[src/rtl/uart_rx_param_if.sv]
// ---------------------------------------------------------------------------
// uart_rx_param_if
// Output-side bundle of the parametrised UART receiver.
//   data        received word, LSB = first data bit on the line
//   data_valid  word held on data until accepted
//   data_ready  consumer accept; transfer when data_valid && data_ready
//   parity_err  parity mismatch on the held word
//   frame_err   a stop-bit sample was low on the held word
//   overrun     sticky: a frame completed while the held word was unaccepted
//   busy        receiver is inside a frame
// master = receiver side, slave = consumer side.
// ---------------------------------------------------------------------------
interface uart_rx_param_if #(
   parameter int DATA_BITS = 8
);
   logic [DATA_BITS-1:0] data;
   logic                 data_valid;
   logic                 data_ready;
   logic                 parity_err;
   logic                 frame_err;
   logic                 overrun;
   logic                 busy;

   modport master (
      output data, data_valid, parity_err, frame_err, overrun, busy,
      input  data_ready
   );

   modport slave (
      input  data, data_valid, parity_err, frame_err, overrun, busy,
      output data_ready
   );
endinterface

[src/rtl/uart_rx_param.sv]
// ---------------------------------------------------------------------------
// uart_rx_param
// Parametrised UART receiver: 2-flop input synchroniser, false-start
// rejection, mid-bit sampling from the system clock, configurable data
// width / parity / stop bits, and a valid/ready output with parity, framing
// and overrun flags.
// Ports:
//   clk  system clock (posedge)
//   rst  asynchronous active-high reset
//   txd  serial line, idle high, asynchronous to clk
//   bus  output bundle (uart_rx_param_if.master)
// ---------------------------------------------------------------------------
module uart_rx_param #(
   parameter int CLKS_PER_BIT = 10416,
   parameter int DATA_BITS    = 8,
   parameter int PARITY       = 0,
   parameter int STOP_BITS    = 1
) (
   input  logic            clk,
   input  logic            rst,
   input  logic            txd,
   uart_rx_param_if.master bus
);
   localparam int CNT_W = $clog2(CLKS_PER_BIT);
   localparam int BIT_W = $clog2(DATA_BITS + 1);
   localparam logic [CNT_W-1:0] CNT_HALF  = CNT_W'(CLKS_PER_BIT / 2 - 1);
   localparam logic [CNT_W-1:0] CNT_FULL  = CNT_W'(CLKS_PER_BIT - 1);
   localparam logic [CNT_W-1:0] CNT_ONE   = CNT_W'(1);
   localparam logic [BIT_W-1:0] BIT_ONE   = BIT_W'(1);
   localparam logic [BIT_W-1:0] LAST_DATA = BIT_W'(DATA_BITS - 1);
   localparam logic [BIT_W-1:0] LAST_STOP = BIT_W'(STOP_BITS - 1);
   localparam bit               ODD_PAR   = (PARITY == 2);

   typedef enum logic [2:0] {S_IDLE, S_START, S_DATA, S_PARITY, S_STOP} state_t;

   state_t               r_state, w_state_next;
   logic                 r_sync1, r_sync2, r_rx_prev;
   logic [CNT_W-1:0]     r_cnt;
   logic [BIT_W-1:0]     r_bit_cnt;
   logic [DATA_BITS-1:0] r_shift;
   logic                 r_par_acc, r_frm_acc;
   logic [DATA_BITS-1:0] r_data;
   logic                 r_valid, r_perr, r_ferr, r_overrun;
   logic                 w_rx_s, w_sample, w_start, w_done, w_accept;

   assign w_rx_s   = r_sync2;
   assign w_sample = (r_cnt == '0);
   // A start needs a 1->0 transition, so a line stuck low (break) yields
   // one frame and then waits for the line to return high.
   assign w_start  = (r_state == S_IDLE) && !w_rx_s && r_rx_prev;
   assign w_accept = r_valid && bus.data_ready;

   always_ff @(posedge clk or posedge rst) begin
      if (rst) begin
         r_sync1   <= 1'b1;
         r_sync2   <= 1'b1;
         r_rx_prev <= 1'b1;
      end else begin
         r_sync1   <= txd;
         r_sync2   <= r_sync1;
         r_rx_prev <= r_sync2;
      end
   end

   always_ff @(posedge clk or posedge rst) begin
      if (rst) r_state <= S_IDLE;
      else     r_state <= w_state_next;
   end

   always_comb begin
      w_state_next = r_state;
      w_done       = 1'b0;
      case (r_state)
         S_IDLE:   if (w_start) w_state_next = S_START;
         S_START:  if (w_sample) w_state_next = w_rx_s ? S_IDLE : S_DATA;
         S_DATA:   if (w_sample && r_bit_cnt == LAST_DATA)
                      w_state_next = (PARITY != 0) ? S_PARITY : S_STOP;
         S_PARITY: if (w_sample) w_state_next = S_STOP;
         S_STOP:   if (w_sample && r_bit_cnt == LAST_STOP) begin
                      w_state_next = S_IDLE;
                      w_done       = 1'b1;
                   end
         default:  w_state_next = S_IDLE;
      endcase
   end

   // Counter is loaded with half a bit on the start edge, then a full bit on
   // every sample, so each sample lands mid-bit without wrap-around logic.
   always_ff @(posedge clk or posedge rst) begin
      if (rst) begin
         r_cnt     <= '0;
         r_bit_cnt <= '0;
         r_shift   <= '0;
         r_par_acc <= 1'b0;
         r_frm_acc <= 1'b0;
      end else begin
         if (w_start)
            r_cnt <= CNT_HALF;
         else if (r_state != S_IDLE)
            r_cnt <= w_sample ? CNT_FULL : r_cnt - CNT_ONE;

         if (r_state != S_IDLE && w_sample) begin
            case (r_state)
               S_START: begin
                  r_bit_cnt <= '0;
                  r_par_acc <= 1'b0;
                  r_frm_acc <= 1'b0;
               end
               S_DATA: begin
                  r_shift   <= {w_rx_s, r_shift[DATA_BITS-1:1]};
                  r_bit_cnt <= (r_bit_cnt == LAST_DATA) ? '0 : r_bit_cnt + BIT_ONE;
               end
               S_PARITY: r_par_acc <= w_rx_s ^ (^r_shift) ^ ODD_PAR;
               S_STOP: begin
                  r_frm_acc <= r_frm_acc | !w_rx_s;
                  r_bit_cnt <= r_bit_cnt + BIT_ONE;
               end
               default: ;
            endcase
         end
      end
   end

   // Delivery: a completing frame always loads; overrun only when the held
   // word is not being accepted in the same cycle.
   always_ff @(posedge clk or posedge rst) begin
      if (rst) begin
         r_data    <= '0;
         r_valid   <= 1'b0;
         r_perr    <= 1'b0;
         r_ferr    <= 1'b0;
         r_overrun <= 1'b0;
      end else if (w_done) begin
         r_data  <= r_shift;
         r_perr  <= r_par_acc;
         r_ferr  <= r_frm_acc | !w_rx_s;
         r_valid <= 1'b1;
         if (r_valid && !bus.data_ready) r_overrun <= 1'b1;
         else if (w_accept)              r_overrun <= 1'b0;
      end else if (w_accept) begin
         r_valid   <= 1'b0;
         r_overrun <= 1'b0;
      end
   end

   assign bus.data       = r_data;
   assign bus.data_valid = r_valid;
   assign bus.parity_err = (PARITY != 0) ? r_perr : 1'b0;
   assign bus.frame_err  = r_ferr;
   assign bus.overrun    = r_overrun;
   assign bus.busy       = (r_state != S_IDLE);
endmodule

[src/flat_wrapper.sv]
// flat-port wrapper written by rule: the top's interface ports become plain ports
module uart_rx_param_flat 
#(
   parameter int CLKS_PER_BIT = 10416,
   parameter int DATA_BITS    = 8,
   parameter int PARITY       = 0,
   parameter int STOP_BITS    = 1
)
  (clk, rst, txd, bus_data, bus_data_valid, bus_parity_err, bus_frame_err, bus_overrun, bus_busy, bus_data_ready);
  uart_rx_param_if #(.DATA_BITS(DATA_BITS)) bus_i ();
  input  logic clk;
  input  logic rst;
  input  logic txd;
  output wire logic [$bits(bus_i.data)-1:0] bus_data;
  output wire logic [$bits(bus_i.data_valid)-1:0] bus_data_valid;
  output wire logic [$bits(bus_i.parity_err)-1:0] bus_parity_err;
  output wire logic [$bits(bus_i.frame_err)-1:0] bus_frame_err;
  output wire logic [$bits(bus_i.overrun)-1:0] bus_overrun;
  output wire logic [$bits(bus_i.busy)-1:0] bus_busy;
  input wire logic [$bits(bus_i.data_ready)-1:0] bus_data_ready;
  assign bus_data = bus_i.data;
  assign bus_data_valid = bus_i.data_valid;
  assign bus_parity_err = bus_i.parity_err;
  assign bus_frame_err = bus_i.frame_err;
  assign bus_overrun = bus_i.overrun;
  assign bus_busy = bus_i.busy;
  assign bus_i.data_ready = bus_data_ready;
  uart_rx_param #(.CLKS_PER_BIT(CLKS_PER_BIT), .DATA_BITS(DATA_BITS), .PARITY(PARITY), .STOP_BITS(STOP_BITS)) u_core (.clk(clk), .rst(rst), .txd(txd), .bus(bus_i));
endmodule
[config.mk]
export PLATFORM = sky130hd
export DESIGN_NAME = uart_rx_param_flat
export DESIGN_NICKNAME = d
export VERILOG_FILES = /design/src/rtl/uart_rx_param_if.sv /design/src/rtl/uart_rx_param.sv /design/src/flat_wrapper.sv
export SDC_FILE = /design/constraint.sdc
export NUM_CORES = 1
export LEC_CHECK = 0
export ABC_AREA = 1
export BUFFER_PORTS_ARGS = -buffer_cell sky130_fd_sc_hd__buf_2
export CAP_MARGIN = 20
export CORE_AREA = 2 2 70 72
export CTS_BUF_LIST = sky130_fd_sc_hd__clkbuf_8
export DETAILED_ROUTE_END_ITERATION = 10
export DIE_AREA = 0 0 72 74
export PLACE_DENSITY = 0.66
export SYNTH_ARGS = -nofsm -noshare
export SYNTH_HDL_FRONTEND = slang
export SYNTH_SLANG_ARGS = --single-unit
export TNS_END_PERCENT = 5
[constraint.sdc]
create_clock -name clk -period 1.8 [get_ports clk]
set_clock_uncertainty 0.05 [all_clocks]
set_input_delay 0.27 -clock clk [delete_from_list [all_inputs] [get_ports clk]]
set_output_delay 0.27 -clock clk [all_outputs]
set_load 0.01 [all_outputs]
==> results.md, run 1 <==
- YS warnings: 0
- Grt total ovfl: 0
- Fin area: 2580 µm²
- Hold crit path type: in2reg
- Clk_lat worst skew: 0.30 ns
- DRT Wirelength: 4140 µm
- First-pass GRT wire length: 7270 µm
- Drt wl/cell: 11.9 µm
- H-Tree Depth: 2
- Crit Path Category: reg2out
- TritonCTS buffer count: 5
- RSZ-0062 raised after global routing: yes
- Worst R2R Setup Slack: 0.11 ns
- Port buffer count: 15
- Pre-Repair DR Iteration Count: 5
- Utilization after layout: 56.1%
- Power density over the cells: 1320 nW/µm²
- CP startpoint kind: flop
- Area delta synth->final: 13.9%
- Syn nets: 275
- Final setup viols: 0
- # nets final: 299
- #FFs+latches synth: 44
- Register-to-Register Path Depth: 9
- Cell area after synthesis: 2270 µm²
- Max Cap Viol: 0
- Die Wd: 72 µm
- Area of the multi-input gates: 995 µm²
- DRT iter0 DRCs: 71
- Slack of the critical path: 0.0776 ns
- Required @ worst endpoint: 1.48 ns
- Worst hold start: txd
- Worst endpoint data arrival time: 1.40 ns
- Hold endpoint: u_core.r_sync1
- Net switching power: 1360 µW
- Int Power: 2040 µW
- Register share of total power: 39.5%
- Period utilization: 95.7%
- Overall global routing resource usage: 17.6%
- Antenna Violating Nets Remaining: 0
- Initial core utilization: 49.3%
- Final hold violation count: 0
- CTS max path bufs: 2
- Max Transition Viols Final: 0
- Status: complete, no violations
- Final Critical Period: 1.72 ns
- Fillcell total: 425
- Placer Congestion: 0.829
- Vias in the first global route: 1630
- Top Ports: 17
- Crit path max fanout: 6
- Asr flop ratio synth: 100%
- Reg2Reg Launch Point: u_core.r_cnt[0]
- Fmax: 581 MHz
- Net Sw Frac: 40.0%
- Avg Cell Area, Syn: 8.45 µm²
- P_leak: 0.00133 µW
- Post-route DRC violation count: 0
- DP Area: 2410 µm²
- CTS sink cnt: 44
- CTS tree: done
- Root Buffer: clkbuf_8
- Worst-margin pin slew: 0.579 ns
- Clock power frac: 22.0%
- DR vias/cell: 4.90
- Core ar.: 4600 µm²
- FP Rows: 25
- Kind of end point of the critical path: primary output
- Pre-CTS WS: 0.0400 ns
- Layout cells sized above 1: 20.5%
- Largest net degree at the start of global routing: 32
- Final HPWL DP: 3020 µm
- Worst VDD drop: 0.672 mV
- Register cell area after layout: 1100 µm²
- Combinational share of power: 38.6%
- Mapped Cells: 268
- Post-synth EDFFs: 0
- Worst flop-to-flop path endpoint: u_core.r_bit_cnt[2]
- Worst hold stages: 1
- Antenna diode count: 0
- Die Area: 5330 µm²
- Initial antenna violation count: 0
- Total power: 3400 µW
- Library cells used by synthesis: 32
- Die Ht: 74 µm
- Top FF cell, synth: dfrtp_1
- Worst slew margin: 61.1%
- Vias: 1701
- Worst-path clk slew: 0.08 ns
- Setup TNS: 0 ns
- Seq/Total Area, Yosys: 48.8%
## cells in the final DEF (no fill, tap or decap), drive strengths merged, types with 2 or more instances in the layout
cell type,instances
clkinv,2
buf,20
inv,40
dfstp,3
dfrtp,41
clkbuf,5
a21oi,8
ha,3
nor3,2
o22ai,2
o21ai,33
nand2,78
xor2,7
nand3,15
nor2,23
## cell families after synthesis
group,Yosys count,share of synthesized area (%)
DFF,44,48.8
xor gates and xnor gates,7,2.71
AOI/OAI and AO/OA,47,12.5
adders and majority gates,3,1.66
other,1,0.165
and+or+nand+nor,121,26.0
buffers and inverters,45,8.17
## state kept, by name (all words and copies together) (netlist names), named ones only
| register | cells |
|---|---|
| u_core.r_cnt | 14 |
| u_core.r_sync2 | 1 |
| u_core.r_bit_cnt | 4 |
| u_core.r_sync1 | 1 |
| u_core.bus.data | 8 |
| u_core.r_shift | 8 |
| u_core.r_rx_prev | 1 |
| u_core.bus.frame_err | 1 |
| u_core.r_state | 3 |
| u_core.r_frm_acc | 1 |
| u_core.bus.data_valid | 1 |
## worst max path at each step
stage | startpoint | to | slack (ns) | cells after the start
6_report | u_core.r_state[1] | bus_busy | 0.08 | 6
4_1_cts | u_core.r_cnt[0] | u_core.bus.data[5] | 0.02 | 7
3_5_place_dp | u_core.r_cnt[0] | u_core.bus.data[5] | 0.04 | 7
2_1_floorplan | u_core.r_cnt[0] | u_core.r_shift[0] | 0.25 | 8
3_3_place_gp | u_core.r_cnt[0] | u_core.bus.data[5] | 0.1 | 7
5_1_grt | u_core.r_state[1] | u_core.r_state[0] | -0.06 | 10
## what timing repair did
action                                  in CTS  in global routing
resized for setup                            1                  4
buffers inserted                             1                  1
hold buffers                                 1                  0
endpoints found under the hold margin       13                  0
endpoints found under the setup margin       1                 27
pin swaps                                    1                  2
gates cloned                                 0                  0
## synthesized netlist by cell type (2+ instances only)
library cell | count | area share [%]
o21ai_1 | 9 | 2.0
nor2_4 | 3 | 1.5
o21ai_0 | 15 | 3.3
nand2_1 | 74 | 12
nand3_1 | 13 | 2.9
nor2_2 | 2 | 0.55
nor3_1 | 2 | 0.44
o21ai_2 | 9 | 3.5
o22ai_1 | 2 | 0.55
nor2_1 | 16 | 2.7
inv_2 | 2 | 0.33
inv_1 | 39 | 6.5
nand2_2 | 4 | 1.1
nor2_8 | 2 | 1.8
xor2_1 | 7 | 2.7
dfstp_2 | 3 | 3.5
a21oi_1 | 8 | 1.8
ha_1 | 3 | 1.7
buf_4 | 2 | 0.66
dfrtp_1 | 41 | 45
## worst max-delay path: stages, from the launching register on
cell and delay (ns):
dfrtp_1 0.40, inv_1 0.08, nand2_1 0.10, nor2_4 0.13, inv_2 0.09, buf_4 0.17, buf_2 0.14
## through the flow
stage          std cells  hold slack (ns)
5_1_grt              347           0.0144
3_3_place_gp         336            0.231
3_5_place_dp         336            0.231
4_1_cts              346           0.0168
6_report             347           0.0238
2_1_floorplan        268            0.224
## layout make-up
| cell class | instances | share of cell area [%] |
|---|---|---|
| Multi-Input combinational cell | 179 | 38.6 |
| Clock buffer | 5 | 2.67 |
| Timing Repair Buffer | 21 | 5.72 |
| Inverter | 41 | 5.97 |
| Sequential cell | 44 | 42.8 |
| Tap cell | 54 | 2.62 |
| Clock inverter | 3 | 1.65 |
## per-layer routing
metal  GRT usage (%)  share of wire, %  up-vias
met2            29.0                48       23
met3            2.85               2.6        4
met5               0                 0        -
li1                -                 -      893
met1            23.3                48      781
met4            7.34               1.0        0
## power by group through the flow
stage          clock network, µW  registers [µW]  logic, µW
4_1_cts                      774            1340       1290
6_report                     748            1340       1310
2_1_floorplan                  0            1320       1010
5_1_grt                      798            1370       1500
3_3_place_gp                   0            1360       1210
3_5_place_dp                   0            1360       1240
(Power assumes the default switching activity.)
==> run 2, diff against run 1 <==
Settings changed: PLACE_DENSITY 0.66 to 0.68.
==> run 2 against run 1 <==
Effect of this change:
- clock power is 14% lower
- count of clock-buffer cells in the layout up 1
- critical endpoint unchanged
- register-to-register slack gained 0.02 ns
- combinational power is essentially flat
- sequential power about the same
- fmax rose by 1.3%
- die area unchanged
- flip-flop and latch count unchanged
- first-iteration DRC count rose by 63%
- routed wire length is 0.92% lower
- non-clock buffer count fell by 1
- via count grew 0.88%
==> results.md, run 2 (synthesis gave the netlist of run 1 again) <==
- Worst endpoint data arrival time: 1.38 ns (-0.02 ns)
- Status: complete, no violations
- Final setup viols: 0 (unchanged)
- Fillcell total: 415 (-2.4%)
- Reg with most FFs: u_core.r_cnt
- Max Cap Viol: 0 (unchanged)
- Root Buffer: clkbuf_8
- Overall global routing resource usage: 16.9% (-0.66 points)
- CP max stage cell: dfrtp_1
- CTS tree: done
- Register cell area after layout: 1100 µm² (unchanged)
- H-Tree Depth: 2 (unchanged)
- Antenna Violating Nets Remaining: 0 (unchanged)
- Max Transition Viols Final: 0 (unchanged)
- Worst-margin pin slew: 0.546 ns (-0.0333 ns)
- CTS sink cnt: 44 (unchanged)
- Area delta synth->final: 12.2%
- DRT Wirelength: 4110 µm (-0.92%)
- Hold_buf cts: 0 (-1)
- Layout cells sized above 1: 20.5% (+0.070 points)
- Top Ports: 17 (unchanged)
- Period utilization: 94.4% (-1.3 points)
- Final Critical Period: 1.70 ns (-0.0226 ns)
- DP Area: 2420 µm² (+0.31%)
- Crit path max fanout: 7 (+1)
- Pre-CTS WS: 0.109 ns (+0.0694 ns)
- Required @ worst endpoint: 1.48 ns (about the same)
- Initial antenna violation count: 0 (unchanged)
- P_leak: 0.00130 µW (-2.4%)
- Drt wl/cell: 11.9 µm (-0.63%)
- Pre-Repair DR Iteration Count: 4 (-1)
- Largest net degree at the start of global routing: 45 (+41%)
- DRT iter0 DRCs: 116 (+63%)
- First-pass GRT wire length: 7020 µm (-3.5%)
- Crit Path Category: reg2out
- Fin area: 2540 µm² (-1.5%)
- Vias in the first global route: 1546 (-5.2%)
- # nets final: 298 (-0.33%)
- TritonCTS buffer count: 5 (unchanged)
- Max reg flops: 14 (unchanged)
- Hold crit path type: in2reg
- Core ar.: 4600 µm² (unchanged)
- Slowest cell delay on critical path: 0.41 ns (about the same)
- Final HPWL DP: 2940 µm (-2.9%)
- Clk_lat worst skew: 0.29 ns (about the same)
- Worst VDD drop: 0.768 mV (+14%)
- Die Ht: 74 µm (unchanged)
- Worst slew margin: 63.6% (+2.5 points)
- Post-route DRC violation count: 0 (unchanged)
- Cell Chain, Critical Path: inv_1 -> nand2_1 -> nor2_4 -> clkinvlp_4 -> buf_2
- Die Wd: 72 µm (unchanged)
- Kind of end point of the critical path: primary output
- Vias: 1716 (+0.88%)
- RSZ-0062 raised after global routing: yes
- Final hold violation count: 0 (unchanged)
- FP Rows: 25 (unchanged)
- Placer Congestion: 0.855 (+3.1%)
- Die Area: 5330 µm² (unchanged)
- Port buffer count: 15 (unchanged)
- Antenna diode count: 0 (unchanged)
- Grt total ovfl: 0 (unchanged)
- CP startpoint kind: flop
- Area of the multi-input gates: 990 µm² (-0.50%)
- Slack of the critical path: 0.100 ns (+0.0226 ns)
- Fmax: 588 MHz (+1.3%)
- Worst-path clk slew: 0.07 ns (about the same)
- CTS max path bufs: 2 (unchanged)
- Power density over the cells: 1300 nW/µm² (-1.6%)
- Most frequent cells in the layout: nand2_1 (74), dfrtp_1 (41), inv_1 (37)
- Initial core utilization: 49.3% (unchanged)
- Most common cell after layout, fill and taps aside: nand2_1
- DR vias/cell: 4.96 (+1.2%)
run 2: report_power, final:
part | leakage (µW) | switching (µW) | total, µW | internal (µW)
logic | 0.000672 | 857 | 1310 | 452
clock network | 0.0000434 | 335 | 646 | 311
registers | 0.000582 | 180 | 1340 | 1160
total | 0.00130 | 1370 | 3300 | 1930
run 2: cell type report:
class | count | share of cell area, %
Clock inverter | 2 | 0.591
Clock buffer | 6 | 3.25
Inverter | 41 | 6.20
Sequential cell | 44 | 43.5
Multi-Input combinational cell | 179 | 38.9
Tap cell | 54 | 2.66
Timing Repair Buffer | 20 | 4.92
run 2: stage by stage:
step / power [µW] / setup TNS (ns) / instances / util, % / hold slack (ns)
final: 3300 / 0 / 346 / 55.3 / 0.0256
after global routing: 3560 / -0.0241 / 346 / 55.3 / 0.00926
after CTS: 3300 / 0 / 346 / 55.0 / 0.0130
after detailed placement: 2610 / 0 / 337 / 52.6 / 0.297
after global placement: 2580 / 0 / 337 / 52.6 / 0.297
after floorplan: 2330 / 0 / 268 / - / 0.224
run 2: critical path: cells and delay by family, from the launching register on:
kind / cells / cell delay (ns)
and+or+nand+nor: 2 / 0.31
buffers and inverters: 3 / 0.38
DFF: 1 / 0.41
run 2: worst paths after layout:
check / from / end / slack [ns] / cells after the start
max: u_core.r_state[1] / bus_busy / 0.10 / 5
min in group asynchronous: rst / asynchronous set/reset pin / 0.04 / 3
max in group asynchronous: rst / u_core.r_sync1 / 1.27 / 3
max reg2reg: u_core.r_state[1] / u_core.r_cnt[2] / 0.13 / 8
min reg2reg: u_core.r_sync1 / u_core.r_sync2 / 0.31 / 0
min: txd / u_core.r_sync1 / 0.03 / 1
run 2: layer usage:
| metal | wire length [µm] | global-route usage (%) |
|---|---|---|
| met1 | 2080 | 24.8 |
| met2 | 1910 | 25.7 |
| met3 | 87 | 2.44 |
| met4 | 29 | 6.29 |
| met5 | 0 | 0 |
run 2: timing repair:
action	4_1_cts	5_1_grt
endpoints found under the setup margin	1	14
setup buffers	1	0
pin swaps	0	1
hold endpoints to repair	0	0
gates resized for setup	1	3
